--- src/rtl/bmp_frame_write_ctrl_if.sv ---
// Pixel-pair bus between the upstream stage, the frame write controller and the BMP writer.
interface bmp_frame_write_ctrl_if;
    logic        in_valid;
    logic        in_ready;
    logic [47:0] in_data;
    logic        HSYNC;
    logic [7:0]  DATA_WRITE_R0;
    logic [7:0]  DATA_WRITE_G0;
    logic [7:0]  DATA_WRITE_B0;
    logic [7:0]  DATA_WRITE_R1;
    logic [7:0]  DATA_WRITE_G1;
    logic [7:0]  DATA_WRITE_B1;
    logic        write_done;

    modport slave (
        input  in_valid, in_data, write_done,
        output in_ready, HSYNC,
        output DATA_WRITE_R0, DATA_WRITE_G0, DATA_WRITE_B0,
        output DATA_WRITE_R1, DATA_WRITE_G1, DATA_WRITE_B1
    );

    modport master (
        output in_valid, in_data, write_done,
        input  in_ready, HSYNC,
        input  DATA_WRITE_R0, DATA_WRITE_G0, DATA_WRITE_B0,
        input  DATA_WRITE_R1, DATA_WRITE_G1, DATA_WRITE_B1
    );
endinterface

--- src/rtl/bmp_frame_write_ctrl.sv ---
// Frame write controller: buffers upstream pixel pairs and streams exactly one frame
// of them to the BMP writer with optional per-row HSYNC blanking.
module bmp_frame_write_ctrl #(
    parameter int WIDTH      = 10,
    parameter int HEIGHT     = 5,
    parameter int FIFO_DEPTH = 4,
    parameter int ROW_GAP    = 2
) (
    input  logic                  HCLK,
    input  logic                  HRESET,
    input  logic                  start,
    bmp_frame_write_ctrl_if.slave bus,
    output logic                  busy,
    output logic                  frame_done,
    output logic [18:0]           pair_count
);
    localparam int TOTAL     = (WIDTH * HEIGHT) / 2;
    localparam int ROW_PAIRS = WIDTH / 2;
    localparam int AW        = $clog2(FIFO_DEPTH);
    localparam int CW        = AW + 1;
    localparam int COLW      = (ROW_PAIRS > 1) ? $clog2(ROW_PAIRS) : 1;
    localparam int GW        = $clog2(ROW_GAP + 1) + 1;

    typedef enum logic [2:0] {
        IDLE    = 3'd0,
        STREAM  = 3'd1,
        GAP     = 3'd2,
        WAIT_WR = 3'd3,
        DONE    = 3'd4
    } state_t;

    state_t          state_r, state_n_s;
    logic [47:0]     mem_r [FIFO_DEPTH];
    logic [AW-1:0]   wr_ptr_r, rd_ptr_r;
    logic [CW-1:0]   count_r, count_n_s;
    logic [18:0]     acc_r, acc_n_s, pair_count_r, pair_n_s;
    logic [COLW-1:0] col_r, col_n_s;
    logic [GW-1:0]   gap_r, gap_n_s;
    logic            push_s, pop_s, clear_s, row_end_s, last_s, ready_n_s;
    logic            in_ready_r, hsync_r, busy_r, frame_done_r;
    logic [47:0]     data_r;

    // Next-state decode: pops only in STREAM, row/frame boundaries steer the FSM.
    always_comb begin
        state_n_s = state_r;
        pop_s     = 1'b0;
        clear_s   = 1'b0;
        push_s    = bus.in_valid & in_ready_r;
        row_end_s = (col_r == COLW'(ROW_PAIRS - 1));
        last_s    = (pair_count_r == 19'(TOTAL - 1));
        case (state_r)
            IDLE: begin
                if (start) begin
                    state_n_s = STREAM;
                    clear_s   = 1'b1;
                end else begin
                    state_n_s = IDLE;
                end
            end
            STREAM: begin
                if (count_r != CW'(0)) begin
                    pop_s = 1'b1;
                    if (last_s) begin
                        state_n_s = WAIT_WR;
                    end else if (row_end_s && (ROW_GAP > 0)) begin
                        state_n_s = GAP;
                    end else begin
                        state_n_s = STREAM;
                    end
                end else begin
                    state_n_s = STREAM;
                end
            end
            GAP: begin
                if (gap_r == GW'(ROW_GAP - 1)) begin
                    state_n_s = STREAM;
                end else begin
                    state_n_s = GAP;
                end
            end
            WAIT_WR: begin
                if (bus.write_done) begin
                    state_n_s = DONE;
                end else begin
                    state_n_s = WAIT_WR;
                end
            end
            DONE:    state_n_s = IDLE;
            default: state_n_s = IDLE;
        endcase
    end

    // Next counter values; in_ready is derived from these so it never sees a same-cycle pop.
    always_comb begin
        count_n_s = count_r;
        acc_n_s   = acc_r;
        pair_n_s  = pair_count_r;
        col_n_s   = col_r;
        gap_n_s   = GW'(0);
        if (clear_s) begin
            count_n_s = CW'(0);
            acc_n_s   = 19'd0;
            pair_n_s  = 19'd0;
            col_n_s   = COLW'(0);
            gap_n_s   = GW'(0);
        end else begin
            if (push_s && !pop_s) begin
                count_n_s = count_r + CW'(1);
            end else if (!push_s && pop_s) begin
                count_n_s = count_r - CW'(1);
            end else begin
                count_n_s = count_r;
            end
            if (push_s) begin
                acc_n_s = acc_r + 19'd1;
            end else begin
                acc_n_s = acc_r;
            end
            if (pop_s) begin
                pair_n_s = pair_count_r + 19'd1;
                col_n_s  = row_end_s ? COLW'(0) : col_r + COLW'(1);
            end else begin
                pair_n_s = pair_count_r;
                col_n_s  = col_r;
            end
            if (state_r == GAP) begin
                gap_n_s = gap_r + GW'(1);
            end else begin
                gap_n_s = GW'(0);
            end
        end
        ready_n_s = ((state_n_s == STREAM) || (state_n_s == GAP)) &&
                    (count_n_s < CW'(FIFO_DEPTH)) && (acc_n_s < 19'(TOTAL));
    end

    // FSM state register.
    always_ff @(posedge HCLK or negedge HRESET) begin
        if (!HRESET) begin
            state_r <= IDLE;
        end else begin
            state_r <= state_n_s;
        end
    end

    // Counters, pointers and registered writer-side outputs.
    always_ff @(posedge HCLK or negedge HRESET) begin
        if (!HRESET) begin
            wr_ptr_r     <= AW'(0);
            rd_ptr_r     <= AW'(0);
            count_r      <= CW'(0);
            acc_r        <= 19'd0;
            pair_count_r <= 19'd0;
            col_r        <= COLW'(0);
            gap_r        <= GW'(0);
            in_ready_r   <= 1'b0;
            hsync_r      <= 1'b0;
            data_r       <= 48'd0;
            busy_r       <= 1'b0;
            frame_done_r <= 1'b0;
        end else begin
            if (clear_s) begin
                wr_ptr_r <= AW'(0);
                rd_ptr_r <= AW'(0);
            end else begin
                if (push_s) wr_ptr_r <= wr_ptr_r + AW'(1);
                if (pop_s)  rd_ptr_r <= rd_ptr_r + AW'(1);
            end
            if (pop_s) data_r <= mem_r[rd_ptr_r];
            count_r      <= count_n_s;
            acc_r        <= acc_n_s;
            pair_count_r <= pair_n_s;
            col_r        <= col_n_s;
            gap_r        <= gap_n_s;
            in_ready_r   <= ready_n_s;
            hsync_r      <= pop_s;
            busy_r       <= (state_n_s == STREAM) || (state_n_s == GAP) || (state_n_s == WAIT_WR);
            frame_done_r <= (state_n_s == DONE);
        end
    end

    // FIFO storage; stale entries are unreachable once the pointers are cleared.
    always_ff @(posedge HCLK) begin
        if (push_s) mem_r[wr_ptr_r] <= bus.in_data;
    end

    assign bus.in_ready      = in_ready_r;
    assign bus.HSYNC         = hsync_r;
    assign bus.DATA_WRITE_R0 = data_r[47:40];
    assign bus.DATA_WRITE_G0 = data_r[39:32];
    assign bus.DATA_WRITE_B0 = data_r[31:24];
    assign bus.DATA_WRITE_R1 = data_r[23:16];
    assign bus.DATA_WRITE_G1 = data_r[15:8];
    assign bus.DATA_WRITE_B1 = data_r[7:0];
    assign busy              = busy_r;
    assign frame_done        = frame_done_r;
    assign pair_count        = pair_count_r;
endmodule

--- src/flat_wrapper.sv ---
// flat-port wrapper written by rule: the top's interface ports become plain ports
module bmp_frame_write_ctrl_flat 
#(
    parameter int WIDTH      = 10,
    parameter int HEIGHT     = 5,
    parameter int FIFO_DEPTH = 4,
    parameter int ROW_GAP    = 2
)
  (HCLK, HRESET, start, busy, frame_done, pair_count, bus_in_valid, bus_in_data, bus_write_done, bus_in_ready, bus_HSYNC, bus_DATA_WRITE_R0, bus_DATA_WRITE_G0, bus_DATA_WRITE_B0, bus_DATA_WRITE_R1, bus_DATA_WRITE_G1, bus_DATA_WRITE_B1);
  bmp_frame_write_ctrl_if bus_i ();
  input  logic HCLK;
  input  logic HRESET;
  input  logic start;
  output logic busy;
  output logic frame_done;
  output logic [18:0] pair_count;
  input wire logic [$bits(bus_i.in_valid)-1:0] bus_in_valid;
  input wire logic [$bits(bus_i.in_data)-1:0] bus_in_data;
  input wire logic [$bits(bus_i.write_done)-1:0] bus_write_done;
  output wire logic [$bits(bus_i.in_ready)-1:0] bus_in_ready;
  output wire logic [$bits(bus_i.HSYNC)-1:0] bus_HSYNC;
  output wire logic [$bits(bus_i.DATA_WRITE_R0)-1:0] bus_DATA_WRITE_R0;
  output wire logic [$bits(bus_i.DATA_WRITE_G0)-1:0] bus_DATA_WRITE_G0;
  output wire logic [$bits(bus_i.DATA_WRITE_B0)-1:0] bus_DATA_WRITE_B0;
  output wire logic [$bits(bus_i.DATA_WRITE_R1)-1:0] bus_DATA_WRITE_R1;
  output wire logic [$bits(bus_i.DATA_WRITE_G1)-1:0] bus_DATA_WRITE_G1;
  output wire logic [$bits(bus_i.DATA_WRITE_B1)-1:0] bus_DATA_WRITE_B1;
  assign bus_i.in_valid = bus_in_valid;
  assign bus_i.in_data = bus_in_data;
  assign bus_i.write_done = bus_write_done;
  assign bus_in_ready = bus_i.in_ready;
  assign bus_HSYNC = bus_i.HSYNC;
  assign bus_DATA_WRITE_R0 = bus_i.DATA_WRITE_R0;
  assign bus_DATA_WRITE_G0 = bus_i.DATA_WRITE_G0;
  assign bus_DATA_WRITE_B0 = bus_i.DATA_WRITE_B0;
  assign bus_DATA_WRITE_R1 = bus_i.DATA_WRITE_R1;
  assign bus_DATA_WRITE_G1 = bus_i.DATA_WRITE_G1;
  assign bus_DATA_WRITE_B1 = bus_i.DATA_WRITE_B1;
  bmp_frame_write_ctrl #(.WIDTH(WIDTH), .HEIGHT(HEIGHT), .FIFO_DEPTH(FIFO_DEPTH), .ROW_GAP(ROW_GAP)) u_core (.HCLK(HCLK), .HRESET(HRESET), .start(start), .bus(bus_i), .busy(busy), .frame_done(frame_done), .pair_count(pair_count));
endmodule
--- config.mk ---
export PLATFORM = sky130hd
export DESIGN_NAME = bmp_frame_write_ctrl_flat
export DESIGN_NICKNAME = d
export VERILOG_FILES = /design/src/rtl/bmp_frame_write_ctrl_if.sv /design/src/rtl/bmp_frame_write_ctrl.sv /design/src/flat_wrapper.sv
export SDC_FILE = /design/constraint.sdc
export NUM_CORES = 1
export LEC_CHECK = 0
export ABC_AREA = 1
export CORE_MARGIN = 3
export CORE_UTILIZATION = 25
export CTS_BUF_LIST = sky130_fd_sc_hd__clkbuf_4 sky130_fd_sc_hd__clkbuf_8
export CTS_CLUSTER_DIAMETER = 50
export DETAILED_ROUTE_END_ITERATION = 8
export SLEW_MARGIN = 5
export SYNTH_ARGS = -nofsm -noshare
export SYNTH_HDL_FRONTEND = slang
export SYNTH_SLANG_ARGS = --single-unit
--- constraint.sdc ---
create_clock -name HCLK -period 3.9 [get_ports HCLK]
set_clock_uncertainty 0.1 [all_clocks]
set_input_delay 0.39 -clock HCLK [delete_from_list [all_inputs] [get_ports HCLK]]
set_output_delay 0.39 -clock HCLK [all_outputs]
set_load 0.01 [all_outputs]
Word-level counts from Yosys, hierarchy flattened. Memories as Yosys holds them, arrays and structs flattened. A register that Yosys moved wholly into a read port is not among the register bits. Index checks and enable logic that the tools add are counted.

Bitwise operators: 1. Equal/unequal tests: 10. Multipliers: 0. $lt $le $gt $ge: 2. $add $sub $neg: 8. Reduce and logical (&&, ||, !) cells: 13. Divide/modulo/power cells: 0. Mux-type cells: 29. Shift-type cells: 0.

Operators with widths (number): $mux W19 (4); $add A19 B1 Y19 const B (2); $mux W3 (11); $eq A19 B5 Y1 const B (1); $lt A19 B5 Y1 const B (1); $eq A3 B2 Y1 const B (4); $mux W2 (6); $pmux W3 S4 (1); $add A3 B1 Y3 const B (3); $eq A3 B1 Y1 const B (3); $mux W1 (7); $eq A3 B3 Y1 const B (2); $add A2 B1 Y2 const B (2); $logic_and A1 B1 Y1 (4); $reduce_bool A2 Y1 (2); $logic_not A1 Y1 (3); $logic_not A3 Y1 (1); $lt A3 B3 Y1 const B (1); $reduce_bool A3 Y1 (1); $sub A3 B1 Y3 const B (1); $logic_or A1 B1 Y1 (2); $and A1 B1 Y1 (1).

Memory bits (writable): 192. Latch bits: 0. Memories: 1. Logic and storage cells: 76. Bits of input ports: 53. Output and inout bits: 71. Memory bits (read-only): 0. Flip-flop bits (word level): 58.

Memory list: u_core.mem_r (words 4, width 48, read ports 1, clocked after Yosys merged registers in 1, write ports 1, line bmp_frame_write_ctrl.sv:33) `logic [47:0] mem_r [FIFO_DEPTH];`.

Depth between registers and ports, before layout. Gate-level depths: netlist (run 1).

Depth after elaboration: 10. Depth in mapped cells: 20. Mapped depth without buffers: 18.

Least setup slack after synthesis (run 1). OpenSTA, ideal clock, no wires.

Kind: flip-flop to flip-flop. From: register u_core.in_ready_r (netlist: u_core.bus.in_ready). To: memory u_core.mem_r[0][0] (enable). Slack: 619 ps. Period minus slack after synthesis: 3281 ps. Setup time: 454 ps. Path buffers: 1. Arrival: 2727 ps. Required time: 3346 ps. Stages on the path, launching flop included: 4. Cells stage by stage: dfrtp_1 nand2_2 buf_2 nor2_1.

Cells in the longest elaborated chain, start to end: 3.

Ends and longest elaborated chain: from (decl) (line bmp_frame_write_ctrl.sv:40) `logic in_ready_r, hsync_r, busy_r, frame_done_r;`; from (signal assigned) (line bmp_frame_write_ctrl.sv:174) `in_ready_r <= ready_n_s;`; $and A1 B1 Y1 (line bmp_frame_write_ctrl.sv:48) `push_s = bus.in_valid & in_ready_r;`; $mux W1 (line bmp_frame_write_ctrl.sv:183) `if (push_s) mem_r[wr_ptr_r] <= bus.in_data;`; $mux W1 (not written as such) (line bmp_frame_write_ctrl.sv:183); to (decl) (line bmp_frame_write_ctrl.sv:33).

Every way passes these cells.

Worst setup path after layout (run 1).
From: register u_core.count_r[0]. To: register u_core.in_ready_r (netlist: u_core.bus.in_ready).

Cells in the longest elaborated chain, start to end: 10. Elaborated cells on any way between the ends: 19. Those cells by class: add/sub: 2; order compare: 1; eq/ne: 2; mux: 7; reduce/logical: 7.

Ends and longest elaborated chain: from (decl) (line bmp_frame_write_ctrl.sv:35) `logic [CW-1:0] count_r, count_n_s;`; from (signal assigned) (line bmp_frame_write_ctrl.sv:169) `count_r <= count_n_s;`; $reduce_bool A3 Y1 (line bmp_frame_write_ctrl.sv:61) `if (count_r != CW'(0)) begin`; $mux W1 (line bmp_frame_write_ctrl.sv:61); $mux W1 (line bmp_frame_write_ctrl.sv:51) `case (state_r)`; $logic_and A1 B1 Y1 / $logic_not A1 Y1 (equally long branches) (line bmp_frame_write_ctrl.sv:109, bmp_frame_write_ctrl.sv:107); $mux W3 / $logic_and A1 B1 Y1 (equally long branches) (line bmp_frame_write_ctrl.sv:109, bmp_frame_write_ctrl.sv:107); $mux W3 (line bmp_frame_write_ctrl.sv:107) `if (push_s && !pop_s) begin`; $mux W3 (line bmp_frame_write_ctrl.sv:100) `if (clear_s) begin`; $lt A3 B3 Y1 (line bmp_frame_write_ctrl.sv:133) `(count_n_s < CW'(FIFO_DEPTH)) && (acc_n_s < 19'(TOTAL));`; $logic_and A1 B1 Y1 * (line bmp_frame_write_ctrl.sv:132) `ready_n_s = ((state_n_s == STREAM) || (state_n_s == GAP)) &&`; $logic_and A1 B1 Y1 * (line bmp_frame_write_ctrl.sv:133); via u_core.ready_n_s (line bmp_frame_write_ctrl.sv:39) `logic push_s, pop_s, clear_s, row_end_s, last_s, ready_n_s;`.

Mark *: on every way through the listed nets, which the timed path passes. The rest lies on a longest branch. A chain may end at the register's enable or synchronous reset.

==> impl_metrics.tcl, run 1 <==
set metrics [dict create \
    fp.dieArea_sq_mm 0.0516 \
    hpwlAfterDp_um 17800 \
    r2r_start "u_core.count_r[0]" \
    cts_buffers 48 \
    ios 124 \
    drc 0 \
    status "finished, final reports clean" \
    synth_area_sq_mm 0.0122 \
    internal_power_w 0.00674 \
    crit_arrival_ns 2.89 \
    syn-mean-instance-area_sq_um 10.9 \
    ys_types 35 \
    crit_chain "inv_1 -> ha_1 -> inv_1 -> nor2_1 -> nor2_4 -> inv_1 -> ha_1 -> inv_1 -> nand2_1 -> nand2_1 -> nand2_1 -> nand3_1 -> nand2_1 -> nor2_1 -> nand2_1 -> nor2_1 -> nand3_1 -> nor2_1" \
    wl_per_cell_um 15.8 \
    final_cell_mix "nor2_1, edfxtp_1, clkdlybuf4s50_1, o21ai_0, dfrtp_1" \
    worst_pin_slew_ns 1.18 \
    rsz0062_at_grt "false" \
    syn_to_final_growth_pct 24.0 \
    seq_power_share_pct 41.1 \
    ys_seq_area_share_pct 68.9 \
    fin_crit_ns 2.49 \
    switching_share_pct 35.1 \
    crit_required_ns 4.31 \
    netlist_instances 1125 \
    path_depth 18 \
    worstSkewPairLatency_ns 0.59 \
    setup_tns_ns 0 \
    comb_power_share_pct 31.8 \
    initial_core_util_pct 25.4 \
    maxCapViolCount 0 \
    path_buf_inv 4 \
    setup_ws_ns 1.41 \
    detail-route-antenna-nets 0 \
    grtUsageTotal_pct 11.8 \
    crit_type "reg -> reg" \
    clk_pin_slew_ns 0.07 \
    synth_fp_nets 1194 \
    rr_endpoint "u_core.bus.in_ready" \
    grt_pass1_wl_um 47500 \
    diodes 0 \
    cp_slowest_cell "dfrtp_1" \
    drive_gt1_share_pct 9.15 \
    peakVddDrop_mv 0.420 \
    leakage_nw 5.82 \
    powerDensity_mw_per_mm2 684 \
    dr.pass1.iters 7 \
    numClockSinks 298 \
    num_vias 8520 \
    finalHoldViolCount 0 \
    core_area_sq_mm 0.0480 \
    clockBufferDepth 3 \
    r2r.worst_path.cells 18 \
    totalWireLength_um 30300 \
    grt_pass1_vias 8408 \
    worst_path_largest_cell_delay_ns 0.35 \
    root_buffer "clkbuf_8" \
    switching_power_w 0.00364 \
    setup.worst_path.end "u_core.bus.in_ready" \
    r2r_slack_ns 1.41 \
    crit_family "simple AND/OR/NAND/NOR gates" \
    drt_iter0_markers 642 \
    nets 1330 \
    slew_headroom_pct 21.5 \
    place_congestion 0.823 \
    portBuffers 123 \
    die_h_um 227 \
    crit_fanout 14 \
    p_clk_share_pct 27.1 \
    setup_violations 0 \
    seq_area_sq_mm 0.00842 \
    slew_viol_final 0 \
    cpMostUsedCell "nand2_1" \
    viasPerCell 4.45 \
    hp-class "in -> reg" \
    synth.ff_latch_count 298 \
    overflow 0 \
    yosysWarnings 0 \
    multi_input_area_sq_mm 0.00326 \
    num_rows 80 \
    final_common_cell "nor2_1" \
    crit_start "u_core.count_r[0]" \
    grt_max_degree 99 \
    fin_crit_sh_pct 63.8 \
    antenna_found_initial 2 \
    dieWidth_um 227 \
    cts_tree "yes" \
    fillers 4908 \
    fmaxAchievable_mhz 402 \
    start_kind "flip-flop" \
    cp-end-kind "flip-flop" \
    htree_levels 2 \
    place_ws_ns 1.29 \
]
[routing by layer]
metal  GRT usage (%)  up-vias  wire (um)
li1                -     4101          -
met1            15.3     4145      13400
met2            19.6      218      14400
met3            3.00       52       1860
met4            3.38        4        573
met5               0        -         23
[what timing repair did]
action,in CTS,in global routing
hold endpoints to repair,53,0
resized for setup,0,0
hold buffers,1,0
buffers inserted,0,0
[flip-flops by register name, summed over array words and instances (netlist names), 2 cells and up]
register           count
u_core.acc_r          19
u_core.wr_ptr_r        2
u_core.col_r           3
u_core.count_r         3
u_core.data_r         48
u_core.pair_count     19
u_core.rd_ptr_r        2
u_core.mem_r         192
u_core.gap_r           3
u_core.state_r         3
[metrics by stage]
stage / area, sq um / util, % / total power, W / instances / hold slack (ns)
after floorplan: 12200 / - / 0.00628 / 1125 / -0.00559
after global placement: 14100 / 29.4 / 0.00763 / 1825 / 0.357
after detailed placement: 14100 / 29.4 / 0.00772 / 1825 / 0.369
after CTS: 15200 / 31.6 / 0.0106 / 1916 / 0.279
after global routing: 15200 / 31.6 / 0.0111 / 1916 / 0.324
final: 15200 / 31.6 / 0.0104 / 1916 / 0.326
[layout make-up]
cell class / instances / area share [%]
sequential: 298 / 55.6
tap: 615 / 5.08
clock inverter: 25 / 1.21
timing repair buffer: 135 / 8.71
inverter: 97 / 2.40
multi-input combinational: 681 / 21.5
clock buffer: 65 / 5.53
[cell families after synthesis]
logic type / share of synthesized area [%]
AO/OA/AOI/OAI: 8.46
XOR/XNOR: 0.0717
buffers and inverters: 4.73
adder cells (fa/ha/maj): 1.64
flip-flops: 68.9
AND/OR/NAND/NOR: 16.2
[worst min path at each step]
stage | startpoint | end | slack, ns | cells after the start
final | bus_in_data[31] | u_core.mem_r[2][31] | 0.33 | 1
after global routing | bus_in_data[31] | u_core.mem_r[2][31] | 0.32 | 1
after CTS | bus_in_data[31] | u_core.mem_r[2][31] | 0.28 | 1
after detailed placement | u_core.gap_r[0] | u_core.gap_r[0] | 0.37 | 1
after global placement | u_core.gap_r[0] | u_core.gap_r[0] | 0.36 | 1
after floorplan | HRESET | u_core.acc_r[0] | -0.006 | 0
[cell usage after synthesis]
cell | instances | area share [%]
nor2_1 | 296 | 9.1
edfxtp_1 | 192 | 47
o21ai_0 | 114 | 4.7
dfrtp_1 | 106 | 22
inv_1 | 95 | 2.9
nand2_1 | 95 | 2.9
a31oi_1 | 48 | 2.5
nand3_1 | 41 | 1.7
clkbuf_1 | 27 | 0.83
buf_2 | 18 | 0.74
a21oi_1 | 17 | 0.70
ha_1 | 16 | 1.6
nand4_1 | 13 | 0.67
nor3_1 | 8 | 0.33
nand3_2 | 5 | 0.41
nor2_4 | 4 | 0.37
nand2_2 | 3 | 0.15
nor2_2 | 3 | 0.15
a211oi_1 | 2 | 0.12
buf_1 | 2 | 0.061
buf_4 | 2 | 0.12
inv_2 | 2 | 0.061
nand3b_1 | 2 | 0.12
nor4_1 | 2 | 0.10
o21a_1 | 2 | 0.12
a221oi_1 | 1 | 0.072
a2bb2oi_1 | 1 | 0.072
nand2_4 | 1 | 0.092
nand4_2 | 1 | 0.10
o2111ai_1 | 1 | 0.072
o21ai_1 | 1 | 0.041
o21bai_1 | 1 | 0.061
o32ai_1 | 1 | 0.072
or2_2 | 1 | 0.051
xnor2_1 | 1 | 0.072
[power groups by stage]
stage          sequential, W  combinational, W  clock, W
6_report             0.00427           0.00329   0.00281
5_1_grt              0.00432           0.00374   0.00308
4_1_cts              0.00427           0.00339   0.00292
3_5_place_dp         0.00432           0.00339         0
3_3_place_gp         0.00432           0.00331         0
2_1_floorplan        0.00436           0.00191         0
(Power assumes the default switching activity.)
==> inputs of run 2 (changes only) <==
==> constraint.sdc (replaced) <==
create_clock -name HCLK -period 2.14 [get_ports HCLK]
set_clock_uncertainty 0.1 [all_clocks]
set_input_delay 0.214 -clock HCLK [delete_from_list [all_inputs] [get_ports HCLK]]
set_output_delay 0.214 -clock HCLK [all_outputs]
set_load 0.01 [all_outputs]
==> impl_metrics.tcl, run 2 (same netlist as run 1, synthesis figures left out) <==
set metrics [dict create \
    slew_viol_final 0 \
    core_area_sq_mm 0.0480 \
    drive_gt1_share_pct 13.6 \
    clk_pin_slew_ns 0.06 \
    internal_power_w 0.0135 \
    drc 0 \
    cts_buffers 56 \
    fmaxAchievable_mhz 498 \
    root_buffer "clkbuf_8" \
    cpMostUsedCell "nand2_1" \
    num_rows 80 \
    largest_reg_flops 192 \
    crit_chain "inv_2 -> ha_1 -> inv_2 -> nor2_4 -> nor2_4 -> inv_2 -> ha_4 -> inv_2 -> nand2_1 -> nand2_1 -> nand2_1 -> nand3_2 -> nand2_1 -> nor2_1 -> nand2_1 -> nor2_2 -> nand3_1 -> nor2_1" \
    maxCapViolCount 0 \
    grt_max_degree 80 \
    overflow 0 \
    regMostFlops "u_core.mem_r" \
    start_kind "flip-flop" \
    grt_pass1_wl_um 47500 \
    comb_power_share_pct 31.8 \
    leakage_nw 6.17 \
    switching_power_w 0.00697 \
    fin_crit_ns 2.01 \
    dieWidth_um 227 \
    crit_family "simple AND/OR/NAND/NOR gates" \
    finalHoldViolCount 0 \
    viasPerCell 4.41 \
    portBuffers 123 \
    wl_per_cell_um 15.5 \
    powerDensity_mw_per_mm2 1290 \
    slew_headroom_pct 49.2 \
    detail-route-antenna-nets 0 \
    antenna_found_initial 2 \
    initial_core_util_pct 25.4 \
    place_congestion 0.846 \
    rsz0062_at_grt "true" \
    hpwlAfterDp_um 18500 \
    numClockSinks 298 \
    fp.dieArea_sq_mm 0.0516 \
    fin_crit_sh_pct 93.8 \
    reg_top3 "u_core.mem_r x192, u_core.data_r x48" \
    peakVddDrop_mv 0.663 \
    holdWs_ns 0.110 \
    htree_levels 2 \
    finalPower_w 0.0205 \
    ios 124 \
    status "finished, final reports clean" \
    grt_pass1_vias 8709 \
    grtUsageTotal_pct 11.9 \
    final_common_cell "nor2_1" \
    syn_to_final_growth_pct 30.0 \
    seq_power_share_pct 38.2 \
    num_vias 8654 \
    clockBufferDepth 3 \
    final_area_sq_mm 0.0159 \
    cp-end-kind "flip-flop" \
    worst_path_largest_cell_delay_ns 0.37 \
    setup_violations 0 \
    totalWireLength_um 30500 \
    hp-class "in -> reg" \
    path_buf_inv 4 \
    cts_tree "yes" \
    placed_area_sq_mm 0.0145 \
    drt_iter0_markers 429 \
    nets 1367 \
    crit_required_ns 2.59 \
    cp_slowest_cell "dfrtp_1" \
    crit_arrival_ns 2.46 \
    crit_type "reg -> reg" \
    worst_pin_slew_ns 0.763 \
    p_clk_share_pct 30.0 \
    dr.pass1.iters 5 \
    final_cell_mix "nor2_1, edfxtp_1, clkdlybuf4s50_1, o21ai_0, dfrtp_1" \
    crit_fanout 4 \
    switching_share_pct 34.0 \
    worstSkewPairLatency_ns 0.64 \
    die_h_um 227 \
]
## run 2: cell types whose count changed in the layout (fill, tap and decap cells not counted), sizes merged
| cell | before | now |
|---|---|---|
| buf | 12 | 40 |
| bufinv | 2 | 5 |
| clkbuf | 65 | 81 |
| clkinv | 20 | 12 |
| clkinvlp | 1 | 3 |
| diode | 0 | 1 |
| dlygate4sd3 | 1 | 2 |
| inv | 99 | 102 |
## run 2: path summary, 6_finish.rpt
check / from / end / slack (ns) / cells after the start
max: u_core.count_r[0] / u_core.bus.in_ready / 0.13 / 18
min: bus_in_data[20] / u_core.mem_r[2][20] / 0.11 / 1
max reg2reg: u_core.count_r[0] / u_core.bus.in_ready / 0.13 / 18
min reg2reg: u_core.gap_r[0] / u_core.gap_r[0] / 0.37 / 1
max in group asynchronous: HRESET / u_core.rd_ptr_r[0] / 1.02 / 4
min in group asynchronous: HRESET / u_core.acc_r[1] / 0.59 / 4
## run 2: layout make-up
| class | count | area, sq um |
|---|---|---|
| Fill cell | 4845 | 32200 |
| Sequential cell | 298 | 8420 |
| Multi-Input combinational cell | 681 | 3310 |
| Timing Repair Buffer | 164 | 1740 |
| Clock buffer | 81 | 990 |
| Tap cell | 615 | 769 |
| Inverter | 97 | 364 |
| Clock inverter | 25 | 293 |
| Antenna cell | 1 | 2.50 |
## run 2: routing by layer
layer | track usage, % | share of wire [%] | vias to the layer above
met3 | 3.24 | 6.3 | 60
met5 | 0 | 0.043 | -
li1 | - | - | 4196
met2 | 20.1 | 48 | 245
met4 | 4.76 | 2.5 | 2
met1 | 14.4 | 43 | 4151
## run 2: through the flow
| stage | util, % | setup TNS (ns) | instances | worst slack [ns] |
|---|---|---|---|---|
| 2_1_floorplan | - | -67.05 | 1125 | -0.348 |
| 3_3_place_gp | 30.1 | -0.0496 | 1847 | -0.0496 |
| 3_5_place_dp | 30.1 | -0.0736 | 1847 | -0.0736 |
| 4_1_cts | 32.9 | 0 | 1957 | 0.000640 |
| 5_1_grt | 33.1 | -0.133 | 1961 | -0.0551 |
| 6_report | 33.1 | 0 | 1962 | 0.132 |
## run 2: power groups by stage
stage / clock [W] / sequential (W) / combinational (W)
final: 0.00615 / 0.00784 / 0.00651
after global routing: 0.00665 / 0.00795 / 0.00731
after CTS: 0.00639 / 0.00785 / 0.00649
after detailed placement: 0 / 0.00795 / 0.00645
after global placement: 0 / 0.00794 / 0.00631
after floorplan: 0 / 0.00794 / 0.00352
## run 2: repair_timing
action                                 CTS  global route
endpoints found under the hold margin  106             0
gates cloned                             0             0
pin swaps                                0             5
hold buffers                             3             0
resized for setup                        0            15
setup endpoints to repair                1             5
setup buffers                            1             4
==> inputs of run 3 (changes only) <==
--- a/config.mk
+++ b/config.mk
@@ -11,6 +11,7 @@
 export CTS_BUF_LIST = sky130_fd_sc_hd__clkbuf_4 sky130_fd_sc_hd__clkbuf_8
 export CTS_CLUSTER_DIAMETER = 50
 export DETAILED_ROUTE_END_ITERATION = 8
+export DONT_BUFFER_PORTS = 1
 export SLEW_MARGIN = 5
 export SYNTH_ARGS = -nofsm -noshare
 export SYNTH_HDL_FRONTEND = slang
==> impl_metrics.tcl, run 3 (same netlist as run 1, synthesis figures left out) <==
set metrics [dict create \
    clockBufferDepth 3 \
    crit_arrival_ns 2.46 \
    cp_slowest_cell "dfrtp_1" \
    r2r.worst_path.cells 14 \
    antenna_found_initial 2 \
    syn_to_final_growth_pct 22.8 \
    num_vias 8242 \
    wl_per_cell_um 15.7 \
    die_h_um 227 \
    fillers 4804 \
    cts_buffers 55 \
    nets 1286 \
    leakage_nw 5.81 \
    rr_endpoint "u_core.pair_count[17]" \
    crit_type "reg -> reg" \
    holdWs_ns -0.809 \
    overflow 0 \
    hpwlAfterDp_um 17200 \
    crit_chain "inv_2 -> ha_4 -> inv_2 -> nor2_4 -> nor2_4 -> buf_4 -> nand2_1 -> inv_1 -> nand3_2 -> nor2_2 -> nand4_1 -> nand2_1 -> nand2_1 -> nor2_1" \
    initial_core_util_pct 25.4 \
    numClockSinks 298 \
    worstSkewPairLatency_ns 0.64 \
    crit_family "simple AND/OR/NAND/NOR gates" \
    finalPower_w 0.0194 \
    peakVddDrop_mv 0.974 \
    slew_headroom_pct 60.4 \
    hp-class "in -> async" \
    drt_iter0_markers 468 \
    viasPerCell 4.39 \
    setup_violations 0 \
    drive_gt1_share_pct 13.6 \
    num_rows 80 \
    ios 124 \
    worst_pin_slew_ns 0.595 \
    path_depth 14 \
    hold_buffers 52 \
    detail-route-antenna-nets 0 \
    slew_viol_final 0 \
    diodes 0 \
    reg_top3 "u_core.mem_r x192, u_core.data_r x48" \
    path_buf_inv 4 \
    cp-end-kind "flip-flop" \
    clk_pin_slew_ns 0.05 \
    totalWireLength_um 29500 \
    r2r_start "u_core.count_r[0]" \
    powerDensity_mw_per_mm2 1290 \
    grt_pass1_vias 8092 \
    root_buffer "clkbuf_8" \
    place_congestion 0.834 \
    cts_tree "yes" \
    crit_fanout 9 \
    violations "negative hold slack" \
    htree_levels 2 \
    setup_ws_ns 0.130 \
    fin_crit_ns 2.01 \
    multi_input_area_sq_mm 0.00333 \
    largest_reg_flops 192 \
    fin_crit_sh_pct 93.9 \
    status "finished, violations left" \
    grt_max_degree 107 \
    place_ws_ns 0.0216 \
    crit_required_ns 2.59 \
    dieWidth_um 227 \
    maxCapViolCount 0 \
    fmaxAchievable_mhz 498 \
    final_cell_mix "nor2_1, edfxtp_1, o21ai_0, dfrtp_1, nand2_1" \
    start_kind "flip-flop" \
    core_area_sq_mm 0.0480 \
    worst_path_largest_cell_delay_ns 0.36 \
    finalHoldViolCount 106 \
    final_common_cell "nor2_1" \
    regMostFlops "u_core.mem_r" \
    grt_pass1_wl_um 45600 \
    cpMostUsedCell "nand2_1" \
    drc 0 \
    fp.dieArea_sq_mm 0.0516 \
    portBuffers 0 \
    dr.pass1.iters 5 \
    grtUsageTotal_pct 11.5 \
    rsz0062_at_grt "true" \
    setup_tns_ns 0 \
    seq_area_sq_mm 0.00842 \
    r2r_slack_ns 0.13 \
]
[run 3: cell types whose count changed in the layout (fill, tap and decap cells not counted), sizes merged]
| cell | delta |
|---|---|
| dlygate4sd3 | +50 |
| inv | -3 |
| clkinvlp | -1 |
| clkbuf | -2 |
| bufinv | +1 |
| clkinv | +2 |
| buf | -8 |
| clkdlybuf4s50 | -122 |
| diode | -1 |
[run 3: final cells by class]
| class | count | share of cell area, % |
|---|---|---|
| Clock buffer | 79 | 6.49 |
| Inverter | 97 | 2.43 |
| Tap cell | 615 | 5.13 |
| Timing Repair Buffer | 84 | 5.68 |
| Sequential cell | 298 | 56.1 |
| Clock inverter | 24 | 1.96 |
| Multi-Input combinational cell | 681 | 22.2 |
[run 3: worst max-delay path by stage]
stage / end / slack [ns] / from
after detailed placement: u_core.bus.in_ready / 0.02 / u_core.count_r[0]
after CTS: u_core.bus.in_ready / 0.01 / u_core.count_r[0]
after global routing: u_core.bus.in_ready / -0.1 / u_core.count_r[0]
after floorplan: u_core.mem_r[0][0] / -0.35 / u_core.bus.in_ready
after global placement: u_core.bus.in_ready / 0.05 / u_core.count_r[0]
final: u_core.pair_count[17] / 0.13 / u_core.count_r[0]
[run 3: timing repair]
item                       CTS  global route
setup buffers                0             2
setup endpoints to repair    1             4
pin swaps                    1            12
hold endpoints to repair   330           106
resized for setup            0            18
cloned                       0             0
[run 3: metrics by stage]
| step | std cells | cell area (sq um) | hold WS [ns] | utilization (%) |
|---|---|---|---|---|
| after global placement | 1721 | 13100 | -0.176 | 27.3 |
| final | 1878 | 15000 | -0.809 | 31.2 |
| after detailed placement | 1721 | 13100 | -0.176 | 27.3 |
| after floorplan | 1125 | 12200 | -0.182 | - |
| after global routing | 1878 | 15000 | -0.891 | 31.2 |
| after CTS | 1876 | 14900 | -0.907 | 31.1 |
[run 3: layer usage]
metal	track usage [%]	routed length, um	part of all wire, %	up-vias
li1	-	-	-	4017
met1	13.9	12600	43	3981
met2	18.6	13700	47	178
met3	4.42	2380	8.1	62
met4	4.29	733	2.5	4
met5	0	27	0.092	-
[run 3: where the power goes]
part,internal (W),leakage [nW],total [W],switching (W)
sequential,0.00721,3.05,0.00812,0.000913
clock,0.00369,0.662,0.00614,0.00245
combinational,0.00178,2.11,0.00510,0.00332
total,0.0127,5.81,0.0194,0.00668
